**config.mk**
```make
export PLATFORM = sky130hd
export DESIGN_NAME = cdb_arbiter_flat
export DESIGN_NICKNAME = d
export VERILOG_FILES = /design/src/rtl/cdb_arbiter_if.sv /design/src/rtl/cdb_arbiter.sv /design/src/flat_wrapper.sv
export SDC_FILE = /design/constraint.sdc
export NUM_CORES = 1
export LEC_CHECK = 0
export CORE_ASPECT_RATIO = 0.75
export CORE_MARGIN = 2
export CORE_UTILIZATION = 57
export CTS_BUF_LIST = sky130_fd_sc_hd__clkbuf_4
export CTS_CLUSTER_DIAMETER = 50
export DETAILED_ROUTE_END_ITERATION = 16
export GPL_TIMING_DRIVEN = 1
export PLACE_DENSITY = 0.86
export REMOVE_ABC_BUFFERS = 1
export SYNTH_ARGS = -nofsm -noshare
export SYNTH_HDL_FRONTEND = slang
export SYNTH_SLANG_ARGS = --single-unit
```
**constraint.sdc**
```tcl
create_clock -name clk -period 7 [get_ports clk]
set_input_delay 0.7 -clock clk [delete_from_list [all_inputs] [get_ports clk]]
set_output_delay 0.7 -clock clk [all_outputs]
set_load 0.02 [all_outputs]
```
**src/rtl/cdb_arbiter_if.sv**
```systemverilog
// Result bus between the functional units and the CDB arbiter.
//   fu_valid/fu_ready    : per-FU push handshake (packed, bit i = FU i)
//   fu_pd_s/fu_pd_v      : per-FU destination register and result value
//   fu_rob_idx           : per-FU ROB entry of the result
//   cdb_valid/cdb_*      : registered broadcast and its payload
//   regf_we/pd_s/pd_v    : register-file write port (pd_s/pd_v alias cdb_pd_s/cdb_pd_v)
// master: the FU side (drives results, observes the broadcast)
// slave : the arbiter
interface cdb_arbiter_if #(
    parameter int NUM_FU = 5,
    parameter int PREG_W = 6,
    parameter int ROB_W  = 5
);
    logic [NUM_FU-1:0] fu_valid;
    logic [NUM_FU-1:0] fu_ready;
    logic [PREG_W-1:0] fu_pd_s    [NUM_FU];
    logic [31:0]       fu_pd_v    [NUM_FU];
    logic [ROB_W-1:0]  fu_rob_idx [NUM_FU];

    logic              cdb_valid;
    logic [PREG_W-1:0] cdb_pd_s;
    logic [31:0]       cdb_pd_v;
    logic [ROB_W-1:0]  cdb_rob_idx;
    logic              regf_we;
    logic [PREG_W-1:0] pd_s;
    logic [31:0]       pd_v;

    modport master (
        output fu_valid, fu_pd_s, fu_pd_v, fu_rob_idx,
        input  fu_ready, cdb_valid, cdb_pd_s, cdb_pd_v, cdb_rob_idx,
        input  regf_we, pd_s, pd_v
    );

    modport slave (
        input  fu_valid, fu_pd_s, fu_pd_v, fu_rob_idx,
        output fu_ready, cdb_valid, cdb_pd_s, cdb_pd_v, cdb_rob_idx,
        output regf_we, pd_s, pd_v
    );
endinterface

```
**src/rtl/cdb_arbiter.sv**
```systemverilog
// Common data bus arbiter: one QDEPTH-entry result FIFO per functional unit,
// round-robin selection of one non-empty FIFO per cycle, registered broadcast.
//   clk   : clock, rising edge
//   rst   : synchronous active-high reset (queues empty, outputs zeroed)
//   flush : synchronous flush (queues empty, no broadcast next cycle)
//   bus   : cdb_arbiter_if.slave -- FU push ports and the CDB/regfile outputs
module cdb_arbiter #(
    parameter int NUM_FU = 5,
    parameter int PREG_W = 6,
    parameter int ROB_W  = 5,
    parameter int QDEPTH = 2
) (
    input  logic          clk,
    input  logic          rst,
    input  logic          flush,
    cdb_arbiter_if.slave  bus
);
    localparam int PTR_W = (QDEPTH > 1) ? $clog2(QDEPTH) : 1;
    localparam int CNT_W = $clog2(QDEPTH + 1);
    localparam int RR_W  = (NUM_FU > 1) ? $clog2(NUM_FU) : 1;

    logic [PREG_W-1:0] q_pd_s [NUM_FU][QDEPTH];
    logic [31:0]       q_pd_v [NUM_FU][QDEPTH];
    logic [ROB_W-1:0]  q_rob  [NUM_FU][QDEPTH];
    logic [PTR_W-1:0]  wr_ptr [NUM_FU];
    logic [PTR_W-1:0]  rd_ptr [NUM_FU];
    logic [CNT_W-1:0]  count  [NUM_FU];
    logic [RR_W-1:0]   rr_ptr;

    logic [NUM_FU-1:0] full, non_empty, push, pop;
    logic              grant_vld;
    logic [RR_W-1:0]   grant;
    logic [PREG_W-1:0] head_s;
    logic [31:0]       head_v;
    logic [ROB_W-1:0]  head_r;

    logic              cdb_valid_q, regf_we_q;
    logic [PREG_W-1:0] cdb_pd_s_q;
    logic [31:0]       cdb_pd_v_q;
    logic [ROB_W-1:0]  cdb_rob_q;

    function automatic logic [PTR_W-1:0] ptr_inc(input logic [PTR_W-1:0] p);
        return (p == PTR_W'(QDEPTH - 1)) ? '0 : p + PTR_W'(1);
    endfunction

    // Ready comes from the registered count only; rst forces it high.
    // push/pop are gated by rst/flush here so the queue update needs no extra branch.
    always_comb begin
        for (int unsigned i = 0; i < NUM_FU; i++) begin
            full[i]      = (count[i] == CNT_W'(QDEPTH));
            non_empty[i] = (count[i] != '0);
            push[i]      = bus.fu_valid[i] && !full[i] && !rst && !flush;
            pop[i]       = grant_vld && (grant == RR_W'(i)) && !rst && !flush;
        end
    end

    assign bus.fu_ready = rst ? '1 : ~full;

    // Round-robin: first non-empty queue at or after rr_ptr, wrapping.
    always_comb begin : arbitrate
        int unsigned     idx;
        logic [RR_W-1:0] idx_b;
        grant_vld = 1'b0;
        grant     = '0;
        idx       = 0;
        idx_b     = '0;
        for (int unsigned off = 0; off < NUM_FU; off++) begin
            idx = 32'(rr_ptr) + off;
            if (idx >= NUM_FU) idx = idx - NUM_FU;
            idx_b = RR_W'(idx);
            if (!grant_vld && non_empty[idx_b]) begin
                grant_vld = 1'b1;
                grant     = idx_b;
            end
        end
    end

    assign head_s = q_pd_s[grant][rd_ptr[grant]];
    assign head_v = q_pd_v[grant][rd_ptr[grant]];
    assign head_r = q_rob[grant][rd_ptr[grant]];

    always_ff @(posedge clk) begin
        for (int unsigned i = 0; i < NUM_FU; i++) begin
            if (push[i]) begin
                q_pd_s[i][wr_ptr[i]] <= bus.fu_pd_s[i];
                q_pd_v[i][wr_ptr[i]] <= bus.fu_pd_v[i];
                q_rob[i][wr_ptr[i]]  <= bus.fu_rob_idx[i];
            end
        end
    end

    always_ff @(posedge clk) begin
        if (rst || flush) begin
            for (int unsigned i = 0; i < NUM_FU; i++) begin
                wr_ptr[i] <= '0;
                rd_ptr[i] <= '0;
                count[i]  <= '0;
            end
            rr_ptr      <= '0;
            cdb_valid_q <= 1'b0;
            regf_we_q   <= 1'b0;
            // flush keeps the last payload; only reset clears it
            if (rst) begin
                cdb_pd_s_q <= '0;
                cdb_pd_v_q <= '0;
                cdb_rob_q  <= '0;
            end
        end else begin
            for (int unsigned i = 0; i < NUM_FU; i++) begin
                if (push[i]) wr_ptr[i] <= ptr_inc(wr_ptr[i]);
                if (pop[i])  rd_ptr[i] <= ptr_inc(rd_ptr[i]);
                case ({push[i], pop[i]})
                    2'b10:   count[i] <= count[i] + CNT_W'(1);
                    2'b01:   count[i] <= count[i] - CNT_W'(1);
                    default: count[i] <= count[i];
                endcase
            end
            cdb_valid_q <= grant_vld;
            regf_we_q   <= grant_vld && (head_s != '0);
            if (grant_vld) begin
                cdb_pd_s_q <= head_s;
                cdb_pd_v_q <= head_v;
                cdb_rob_q  <= head_r;
                rr_ptr     <= (grant == RR_W'(NUM_FU - 1)) ? '0 : grant + RR_W'(1);
            end
        end
    end

    assign bus.cdb_valid   = cdb_valid_q;
    assign bus.regf_we     = regf_we_q;
    assign bus.cdb_pd_s    = cdb_pd_s_q;
    assign bus.cdb_pd_v    = cdb_pd_v_q;
    assign bus.cdb_rob_idx = cdb_rob_q;
    assign bus.pd_s        = cdb_pd_s_q;
    assign bus.pd_v        = cdb_pd_v_q;
endmodule
```
**src/flat_wrapper.sv**
```systemverilog
// flat-port wrapper written by rule: the top's interface ports become plain ports
module cdb_arbiter_flat 
#(
    parameter int NUM_FU = 5,
    parameter int PREG_W = 6,
    parameter int ROB_W  = 5,
    parameter int QDEPTH = 2
)
  (clk, rst, flush, bus_fu_valid, bus_fu_pd_s, bus_fu_pd_v, bus_fu_rob_idx, bus_fu_ready, bus_cdb_valid, bus_cdb_pd_s, bus_cdb_pd_v, bus_cdb_rob_idx, bus_regf_we, bus_pd_s, bus_pd_v);
  cdb_arbiter_if #(.NUM_FU(NUM_FU), .PREG_W(PREG_W), .ROB_W(ROB_W)) bus_i ();
  input  logic clk;
  input  logic rst;
  input  logic flush;
  input wire logic [$bits(bus_i.fu_valid)-1:0] bus_fu_valid;
  input wire logic [$bits(bus_i.fu_pd_s)-1:0] bus_fu_pd_s;
  input wire logic [$bits(bus_i.fu_pd_v)-1:0] bus_fu_pd_v;
  input wire logic [$bits(bus_i.fu_rob_idx)-1:0] bus_fu_rob_idx;
  output wire logic [$bits(bus_i.fu_ready)-1:0] bus_fu_ready;
  output wire logic [$bits(bus_i.cdb_valid)-1:0] bus_cdb_valid;
  output wire logic [$bits(bus_i.cdb_pd_s)-1:0] bus_cdb_pd_s;
  output wire logic [$bits(bus_i.cdb_pd_v)-1:0] bus_cdb_pd_v;
  output wire logic [$bits(bus_i.cdb_rob_idx)-1:0] bus_cdb_rob_idx;
  output wire logic [$bits(bus_i.regf_we)-1:0] bus_regf_we;
  output wire logic [$bits(bus_i.pd_s)-1:0] bus_pd_s;
  output wire logic [$bits(bus_i.pd_v)-1:0] bus_pd_v;
  assign bus_i.fu_valid = bus_fu_valid;
  assign bus_i.fu_pd_s = {>>{bus_fu_pd_s}};
  assign bus_i.fu_pd_v = {>>{bus_fu_pd_v}};
  assign bus_i.fu_rob_idx = {>>{bus_fu_rob_idx}};
  assign bus_fu_ready = bus_i.fu_ready;
  assign bus_cdb_valid = bus_i.cdb_valid;
  assign bus_cdb_pd_s = bus_i.cdb_pd_s;
  assign bus_cdb_pd_v = bus_i.cdb_pd_v;
  assign bus_cdb_rob_idx = bus_i.cdb_rob_idx;
  assign bus_regf_we = bus_i.regf_we;
  assign bus_pd_s = bus_i.pd_s;
  assign bus_pd_v = bus_i.pd_v;
  cdb_arbiter #(.NUM_FU(NUM_FU), .PREG_W(PREG_W), .ROB_W(ROB_W), .QDEPTH(QDEPTH)) u_core (.clk(clk), .rst(rst), .flush(flush), .bus(bus_i));
endmodule
```
==> metrics.md, run 1 <==
| Metric | Value |
|---|---|
| Rows | 61 |
| Period utilization | 82.9% |
| Crit path launch | u_core.rr_ptr[1] |
| Number of max-cap violations | 0 |
| Critical Path Max Stage Delay | 0.79 ns |
| Clk sinks | 498 |
| Finished Layout Cells | 2483 |
| CTS Hold Bufs | 0 |
| Final min period | slightly below 6 ns |
| Synth async-reset ratio | 0% |
| Register area share after synthesis | ~69% |
| Largest net degree at the start of global routing | 157 |
| Htree depth | 3 |
| Final Hold Fails | 0 |
| CTS Buf Count | about 120 |
| Post-synth top cells | edfxtp_1, nand2_1, and3_1, nor2_1, clkbuf_1 |
| Count leader, synth | edfxtp_1 |
| Largest cells by area after synthesis | edfxtp_1, nand2_1, a311oi_2 |
| Worst-Margin Slew | ~1.2 ns |
| Cts repair resizes | 0 |
| Crit path required time | 7.61 ns |
| Final WS setup | ~1.2 ns |
| #FFs+latches synth | 498 |
| Final GP Congestion | about 0.93 |
| Yosys top cell area share | 68.2% |
| Slew HR | ~23% |
| Status | finished clean |
| Initial DRC Count | 1976 |
| Setup Buffers After CTS | 0 |
| Crit-path max FO | between 90 and 100 |
| Final setup viols | 0 |
| Clock slew at reported path FFs | around 0.080 ns |
| CP Data Arrival Time | between 6 and 7 ns |
| Placed Cells | 2263 |
| Clock Skew | between 0.04 and 0.05 ns |
| CTS tree | done |
| Die height | 173 um |
| Crit. End Element | flop |
| Clock root buffer | clkbuf_4 |
| GRT Overall Usage | 30.2% |
| Post-Place Worst Slack | 1.39 ns |
| Clock buffer depth | 3 |
| Grt total ovfl | 0 |
| First-pass GRT wire length | about 90 mm |
| DRT Pass-1 Iters | 6 |
| Area Growth Syn to Fin | 22.4% |
| DR WL/cell | around 24 um |
| Synthesized area per cell | 13.9 um2 |
| Final nets | 2118 |
| Die Wd | ~230 um |
| Startpoint Class | flop |
| Setup TNS | 0 ns |
| Core ar. | 37300 um2 |
| Synth area leader | edfxtp_1 |
| RSZ-0062 raised after global routing | no |
| Hold Startpoint | bus_fu_pd_v[31] |
| Crit-path cells | inv_1 -> ha_1 -> inv_1 -> xnor2_2 -> mux2i_2 -> nand4_2 -> nor3_2 -> a21oi_4 -> inv_6 -> buf_4 -> nand2_1 -> and3_1 -> a311oi_2 -> a211oi_1 -> a211oi_1 |
| Number of port buffers | 310 |
| Syn. warnings | 0 |
| Via density | between 6 and 7 |
| Hold Crit Class | input port to flop |
| Crit path max-delay family | buffers and inverters |
| Number of global-route vias before repair | 15300 |
| Ys flop type | edfxtp_1 |
| Via count | roughly 15000 |
| Clk Latency, worst-skew pair | 0.81 ns |
| # IOs | approximately 310 |
| Antenna-violating nets left | 0 |
| Layout cells sized above 1 | 17.0% |
| Number of synthesized flops with an enable pin | 493 |
| Max-slew violation count | 0 |
| Setup CP Type | flop to flop |
| Post-synthesis cell count | 1560 |
| Mapped cell area | ~22000 um2 |
| Residual DRC | 0 |
| Buf/Inv on CP | 4 |
| Reg-to-Reg Start | u_core.rr_ptr[1] |
| Starting Density | around three fifths |
| Die area | 39700 um2 |
| Overall routed net length | around 60 mm |
| FMAX | 172 MHz |
| Antenna violations before repair | 13 |
| Slowest CP cell | buf_4 |
| DP Wirelength | roughly 38 mm |
| Post-synthesis cell type count | 87 |
[area by class of cell]
class	count	area, um2
Clock inverter	34	198
Fill cell	2401	10800
Tap cell	504	631
Inverter	19	78.8
Sequential cell	498	14900
Clock buffer	176	1320
Multi-Input combinational cell	907	6050
Timing Repair Buffer	335	3340
Antenna cell	10	25.0
[metal layers]
metal	wire [um]	track usage (%)	vias to the layer above
met1	23200	40.1	7247
met4	1780	11.6	8
met2	28400	47.7	1037
met5	48	0	-
li1	-	-	6606
met3	6770	8.33	141
[cell usage in the layout, fill, tap and decap left out, types with 4 or more instances in the layout]
master / n
a31oi_1: 47
and3_1: 75
or2_2: 7
o21ai_0: 14
diode_2: 10
edfxtp_1: 493
mux2_2: 4
xor2_1: 6
clkdlybuf4s50_1: 310
buf_12: 4
clkinv_1: 24
a211oi_1: 47
nor3_1: 7
a311oi_2: 35
and2_1: 14
nor4_1: 8
nor2_1: 46
dfxtp_1: 5
nand3_1: 9
buf_4: 21
clkbuf_4: 176
nor2_4: 10
o31ai_1: 6
nand2b_1: 13
nor2b_1: 4
a211oi_2: 39
o211a_1: 8
xnor2_1: 6
a21oi_1: 12
inv_1: 16
ha_1: 18
nand2_1: 329
a221oi_1: 12
mux2i_1: 52
[cells by family (layout without fill, tap and decap cells)]
logic type	after synthesis	in the layout	share of synthesized area [%]
buffers and inverters	155	564	3.83
and+or+nand+nor	550	550	11.6
xor gates and xnor gates	13	13	0.559
muxes	58	58	2.77
AOI/OAI and AO/OA	267	267	11.4
other	0	10	0
adders and majority gates	19	19	1.13
DFF	498	498	68.7
[worst paths after layout]
path,end,slack [ns],cells after the start
worst max-delay path,u_core.bus.cdb_pd_v[27],1.19,15
worst min-delay path,u_core.q_pd_v[4][31],0.48,1
worst max register to register,u_core.bus.cdb_pd_v[27],1.19,15
worst min register to register,u_core.count[4][0],0.56,1
[flip-flops by register name, summed over array words and instances, names as in the netlist]
| register | cells |
|---|---|
| u_core.q_rob | 50 |
| u_core.q_pd_v | 320 |
| u_core.bus.cdb_pd_v | 32 |
| u_core.bus.cdb_valid | 1 |
| u_core.wr_ptr | 5 |
| u_core.q_pd_s | 60 |
| u_core.bus.cdb_pd_s | 6 |
| u_core.rd_ptr | 5 |
| u_core.bus.cdb_rob_idx | 5 |
| u_core.count | 10 |
| u_core.bus.regf_we | 1 |
| u_core.rr_ptr | 3 |
[metrics by stage]
stage	utilization, %	hold slack, ns	instance area (um2)
2_1_floorplan	-	0.531	20900
3_3_place_gp	67.0	0.546	25000
3_5_place_dp	67.0	0.555	25000
4_1_cts	71.1	0.421	26500
5_1_grt	71.1	0.407	26500
6_report	71.1	0.476	26600
Power of run 1 is not shown: default switching activity piles up to over one toggle a cycle in this logic, so the estimate is an artifact.
==> run 2: changes to the inputs <==
==> constraint.sdc (replaced) <==
create_clock -name clk -period 6 [get_ports clk]
set_input_delay 0.6 -clock clk [delete_from_list [all_inputs] [get_ports clk]]
set_output_delay 0.6 -clock clk [all_outputs]
set_load 0.02 [all_outputs]
==> run 2 against run 1 <==
  * Routed wire length grew 2.7%
  * Worst setup slack got worse by 0.80 ns
  * Fmax increased by 3.6%
  * Count of clock-buffer cells in the layout is 4 lower
  * Critical path type unchanged
  * Global-route usage is 0.68 points higher
  * Utilization shrank 0.19 points
  * Register-to-register slack lost 0.80 ns
==> metrics.md, run 2 (synthesis gave the netlist of run 1 again) <==
| Metric | Value |
|---|---|
| Reg-to-Reg Start | u_core.rr_ptr[1] |
| Clock root buffer | clkbuf_4 |
| Core ar. | 37300 um2 |
| Die area | about 40000 um2 |
| Worst reg2reg path depth | 17 |
| Worst-Margin Slew | about 1.1 ns |
| Final setup viols | 0 |
| Number of global-route vias before repair | 15300 |
| Overall routed net length | ~60 mm |
| CTS Buf Count | 114 |
| Antenna violations before repair | 15 |
| Period utilization | around 93% |
| Die Wd | about 230 um |
| Highest-count cells in the layout ignoring fill and taps | edfxtp_1, nand2_1, clkdlybuf4s50_1 |
| Crit path launch | u_core.rr_ptr[1] |
| Hold Crit Class | input port to flop |
| Cts repair resizes | 0 |
| Final nets | 2122 |
| Htree depth | 3 |
| Area Growth Syn to Fin | 22.0% |
| Antenna-violating nets left | 0 |
| DR WL/cell | 24.9 um |
| Number of port buffers | 310 |
| Grt total ovfl | 0 |
| Setup TNS | 0 ns |
| Clock buffer depth | 3 |
| Final GP Congestion | 0.925 |
| Rows | just over 60 |
| Commonest non-fill, non-tap cell in the layout | edfxtp_1 |
| Startpoint Class | flop |
| DP Wirelength | 39.1 mm |
| Hold Startpoint | bus_fu_pd_v[15] |
| Clk Latency, worst-skew pair | just over 0.8 ns |
| Slew HR | about 28% |
| Setup CP Type | flop to flop |
| Final min period | 5.60 ns |
| FMAX | 178 MHz |
| Via count | approximately 15000 |
| Initial DRC Count | slightly below 2000 |
| Max reg flops | 320 |
| Hold Path Depth | 1 |
| Layout cells sized above 1 | 16.7% |
| Residual DRC | 0 |
| Setup Buffers After CTS | 0 |
| Largest net degree at the start of global routing | 91 |
| First-pass GRT wire length | 91.2 mm |
| Clk sinks | 498 |
| RSZ-0062 raised after global routing | no |
| Via density | 6.09 |
| CTS tree | done |
| Die height | 173 um |
| Crit. End Element | flop |
| CTS Hold Bufs | 0 |
| Crit-path max FO | between 70 and 80 |
| Max-slew violation count | 0 |
| Starting Density | 58.1% |
| Crit path required time | 6.47 ns |
| Number of max-cap violations | 0 |
| CP Data Arrival Time | 6.08 ns |
| Final Hold Fails | 0 |
| GRT Overall Usage | 30.9% |
| DRT Pass-1 Iters | 6 |
| Status | finished clean |
| Clock slew at reported path FFs | 0.08 ns |
| Clock Skew | 0.0669 ns |
| # IOs | 311 |
-- run 2: cell count changes in the layout (fill, tap and decap cells not counted), sizes merged --
cell    delta
buf        +5
clkinv     -5
bufinv     -2
diode      +1
clkbuf     -4
inv        -1
-- run 2: path summary, 6_finish.rpt --
check,endpoint,slack [ns]
worst max-delay path,u_core.bus.cdb_pd_v[28],0.40
worst min-delay path,u_core.q_pd_v[4][47],0.37
worst max register to register,u_core.bus.cdb_pd_v[28],0.40
worst min register to register,u_core.count[4][0],0.57
-- run 2: cell type report --
| class | count | area (um2) |
|---|---|---|
| diodes | 11 | 27.5 |
| clock buffers | 172 | 1290 |
| clock inverters | 26 | 103 |
| fillers | 2432 | 10800 |
| inverters | 19 | 78.8 |
| multi-input cells | 907 | 6050 |
| flip-flops and latches | 498 | 14900 |
| well taps | 504 | 631 |
| repair buffers | 340 | 3390 |
-- run 2: critical path, cell delays in order, from the launching register on --
cell	delay (ns)
dfxtp_1	0.60
inv_1	0.27
ha_1	0.30
ha_1	0.45
xor2_1	0.24
or2_0	0.26
a2111o_1	0.46
a211oi_4	0.45
nor2_2	0.06
o32ai_2	0.25
a31o_4	0.34
inv_4	0.20
and3_4	0.23
nor2_4	0.11
buf_12	0.43
a311oi_2	0.07
a211oi_1	0.41
a211oi_2	0.08
-- run 2: through the flow --
stage | util (%) | setup slack [ns] | instance area, um2 | hold slack (ns) | instances
final | 71.0 | 0.398 | 26500 | 0.366 | 2477
after global routing | 70.9 | 0.0950 | 26500 | 0.323 | 2471
after CTS | 70.9 | 0.539 | 26500 | 0.308 | 2466
after detailed placement | 67.1 | 0.578 | 25100 | 0.551 | 2268
after global placement | 67.1 | 0.785 | 25100 | 0.546 | 2268
after floorplan | - | -4.57 | 20900 | 0.531 | 1424
-- run 2: metal layers --
| metal | up-vias | share of wire (%) | global-route usage (%) |
|---|---|---|---|
| met5 | - | 0.089 | 0 |
| met4 | 8 | 2.8 | 10.4 |
| met3 | 144 | 12 | 8.77 |
| met2 | 991 | 47 | 49.7 |
| met1 | 7356 | 39 | 40.7 |
| li1 | 6597 | - | - |
Power of run 2 is left out for the same reason.
==> run 3: changes to the inputs <==
--- a/config.mk
+++ b/config.mk
@@ -11,7 +11,7 @@
 export CTS_BUF_LIST = sky130_fd_sc_hd__clkbuf_4
 export CTS_CLUSTER_DIAMETER = 50
 export DETAILED_ROUTE_END_ITERATION = 16
-export GPL_TIMING_DRIVEN = 1
+export GPL_TIMING_DRIVEN = 0
 export PLACE_DENSITY = 0.86
 export REMOVE_ABC_BUFFERS = 1
 export SYNTH_ARGS = -nofsm -noshare
==> run 3 against run 2 <==
  * Global-route usage fell by 0.55 points
  * Utilization rose by 1.6 points
  * First-iteration DRC count fell by 1.4%
  * Sequential cell count did not move
  * Worst hold slack got worse by 0.051 ns
==> metrics.md, run 3 (synthesis gave the netlist of run 1 again) <==
| Metric | Value |
|---|---|
| Crit-path max FO | 129 |
| Initial DRC Count | around 1900 |
| CP Data Arrival Time | 6.27 ns |
| Period utilization | 96.0% |
| Clock buffer depth | 3 |
| Final Hold Fails | 0 |
| Setup CP Type | flop to flop |
| Commonest non-fill, non-tap cell in the layout | edfxtp_1 |
| Via density | 6.16 |
| Clk Latency, worst-skew pair | 0.87 ns |
| Clock slew at reported path FFs | about 0.070 ns |
| Highest-count cells in the layout ignoring fill and taps | edfxtp_1, nand2_1, clkdlybuf4s50_1 |
| Crit. End Element | flop |
| Max-slew violation count | 0 |
| Overall routed net length | 61.1 mm |
| Number of port buffers | 310 |
| Final setup viols | 0 |
| Die Wd | 229 um |
| Crit path required time | 6.51 ns |
| Worst-Margin Slew | 1.35 ns |
| Startpoint Class | flop |
| DP Wirelength | 38.1 mm |
| Fin util | 72.6% |
| Number of global-route vias before repair | ~15000 |
| Clock root buffer | clkbuf_4 |
| Final min period | 5.76 ns |
| Number of max-cap violations | 0 |
| Largest net degree at the start of global routing | 130 |
| # IOs | 311 |
| Placed Cells | 2265 |
| DRT Pass-1 Iters | 6 |
| First-pass GRT wire length | 90.5 mm |
| Final GP Congestion | 0.839 |
| Clk sinks | 498 |
| FMAX | around 170 MHz |
| Antenna violations before repair | 15 |
| DR WL/cell | between 20 and 25 um |
| Residual DRC | 0 |
| Die height | 173 um |
| Antenna-violating nets left | 0 |
| Area Growth Syn to Fin | 24.9% |
| Finished Layout Cells | ~2500 |
| Die area | roughly 40000 um2 |
| Grt total ovfl | 0 |
| Final nets | 2132 |
| Rows | 61 |
| Clock Skew | 0.106 ns |
| Core ar. | 37300 um2 |
| Htree depth | 3 |
| Starting Density | 58.1% |
| CTS Buf Count | roughly 120 |
| Via count | 15300 |
| Max reg flops | 320 |
| Hold Crit Class | input port to flop |
| CTS tree | done |
| Slew HR | 9.38% |
| Status | finished clean |
| GRT Overall Usage | 30.3% |
| Layout cells sized above 1 | 17.8% |
-- run 3: worst paths after layout --
kind	cells after the start	from	endpoint	slack (ns)
worst max-delay path	19	u_core.rr_ptr[1]	u_core.bus.cdb_pd_v[14]	0.24
worst min-delay path	1	bus_fu_pd_v[111]	u_core.q_pd_v[1][47]	0.31
worst max register to register	19	u_core.rr_ptr[1]	u_core.bus.cdb_pd_v[14]	0.24
worst min register to register	1	u_core.count[4][0]	u_core.count[4][0]	0.56
-- run 3: metrics by stage --
stage	cell area, um2	TNS (ns)	setup slack (ns)	hold WS (ns)
2_1_floorplan	20900	-262.87	-4.57	0.531
3_5_place_dp	25400	-46.72	-1.18	0.551
4_1_cts	27000	0	0.00118	0.253
6_report	27100	0	0.239	0.315
5_1_grt	27100	-0.0325	-0.0255	0.262
3_3_place_gp	24700	-978.70	-10.24	0.544
-- run 3: final cells by class --
cell class                      count  area, um2
Clock buffer                      165       1240
Antenna cell                        9       22.5
Fill cell                        2283      10200
Inverter                           19       81.3
Clock inverter                     38        272
Timing Repair Buffer              345       3800
Sequential cell                   498      14900
Tap cell                          504        631
Multi-Input combinational cell    910       6140
-- run 3: repair_timing --
action | CTS | global route
cloned | 1 | 2
setup endpoints to repair | 65 | 55
endpoints found under the hold margin | 0 | 0
resized for setup | 4 | 12
setup buffers | 3 | 5
pin swaps | 1 | 3
hold buffers | 0 | 0
-- run 3: metal layers --
layer	part of all wire [%]	GRT usage (%)	routed length [um]	vias up
li1	-	-	-	6633
met2	47	48.7	28900	1051
met3	12	8.95	7340	151
met1	38	39.9	23300	7474
met4	2.5	10.1	1510	12
met5	0.13	0	81	-
-- run 3: worst max-delay path, cell delays in order, from the launching register on --
cell and delay [ns]:
dfxtp_2 0.50, inv_1 0.24, ha_2 0.27, ha_1 0.43, xor2_1 0.23, or2_0 0.27
a2111o_1 0.47, a211oi_4 0.43, buf_4 0.21, nor3_4 0.07, a21oi_4 0.21, buf_12 0.24
inv_6 0.17, buf_16 0.29, a221oi_4 0.49, nor2_4 0.08, buf_4 0.18, buf_12 0.17
a211oi_1 0.38, a211oi_2 0.09
Power of run 3 is left out for the same reason.
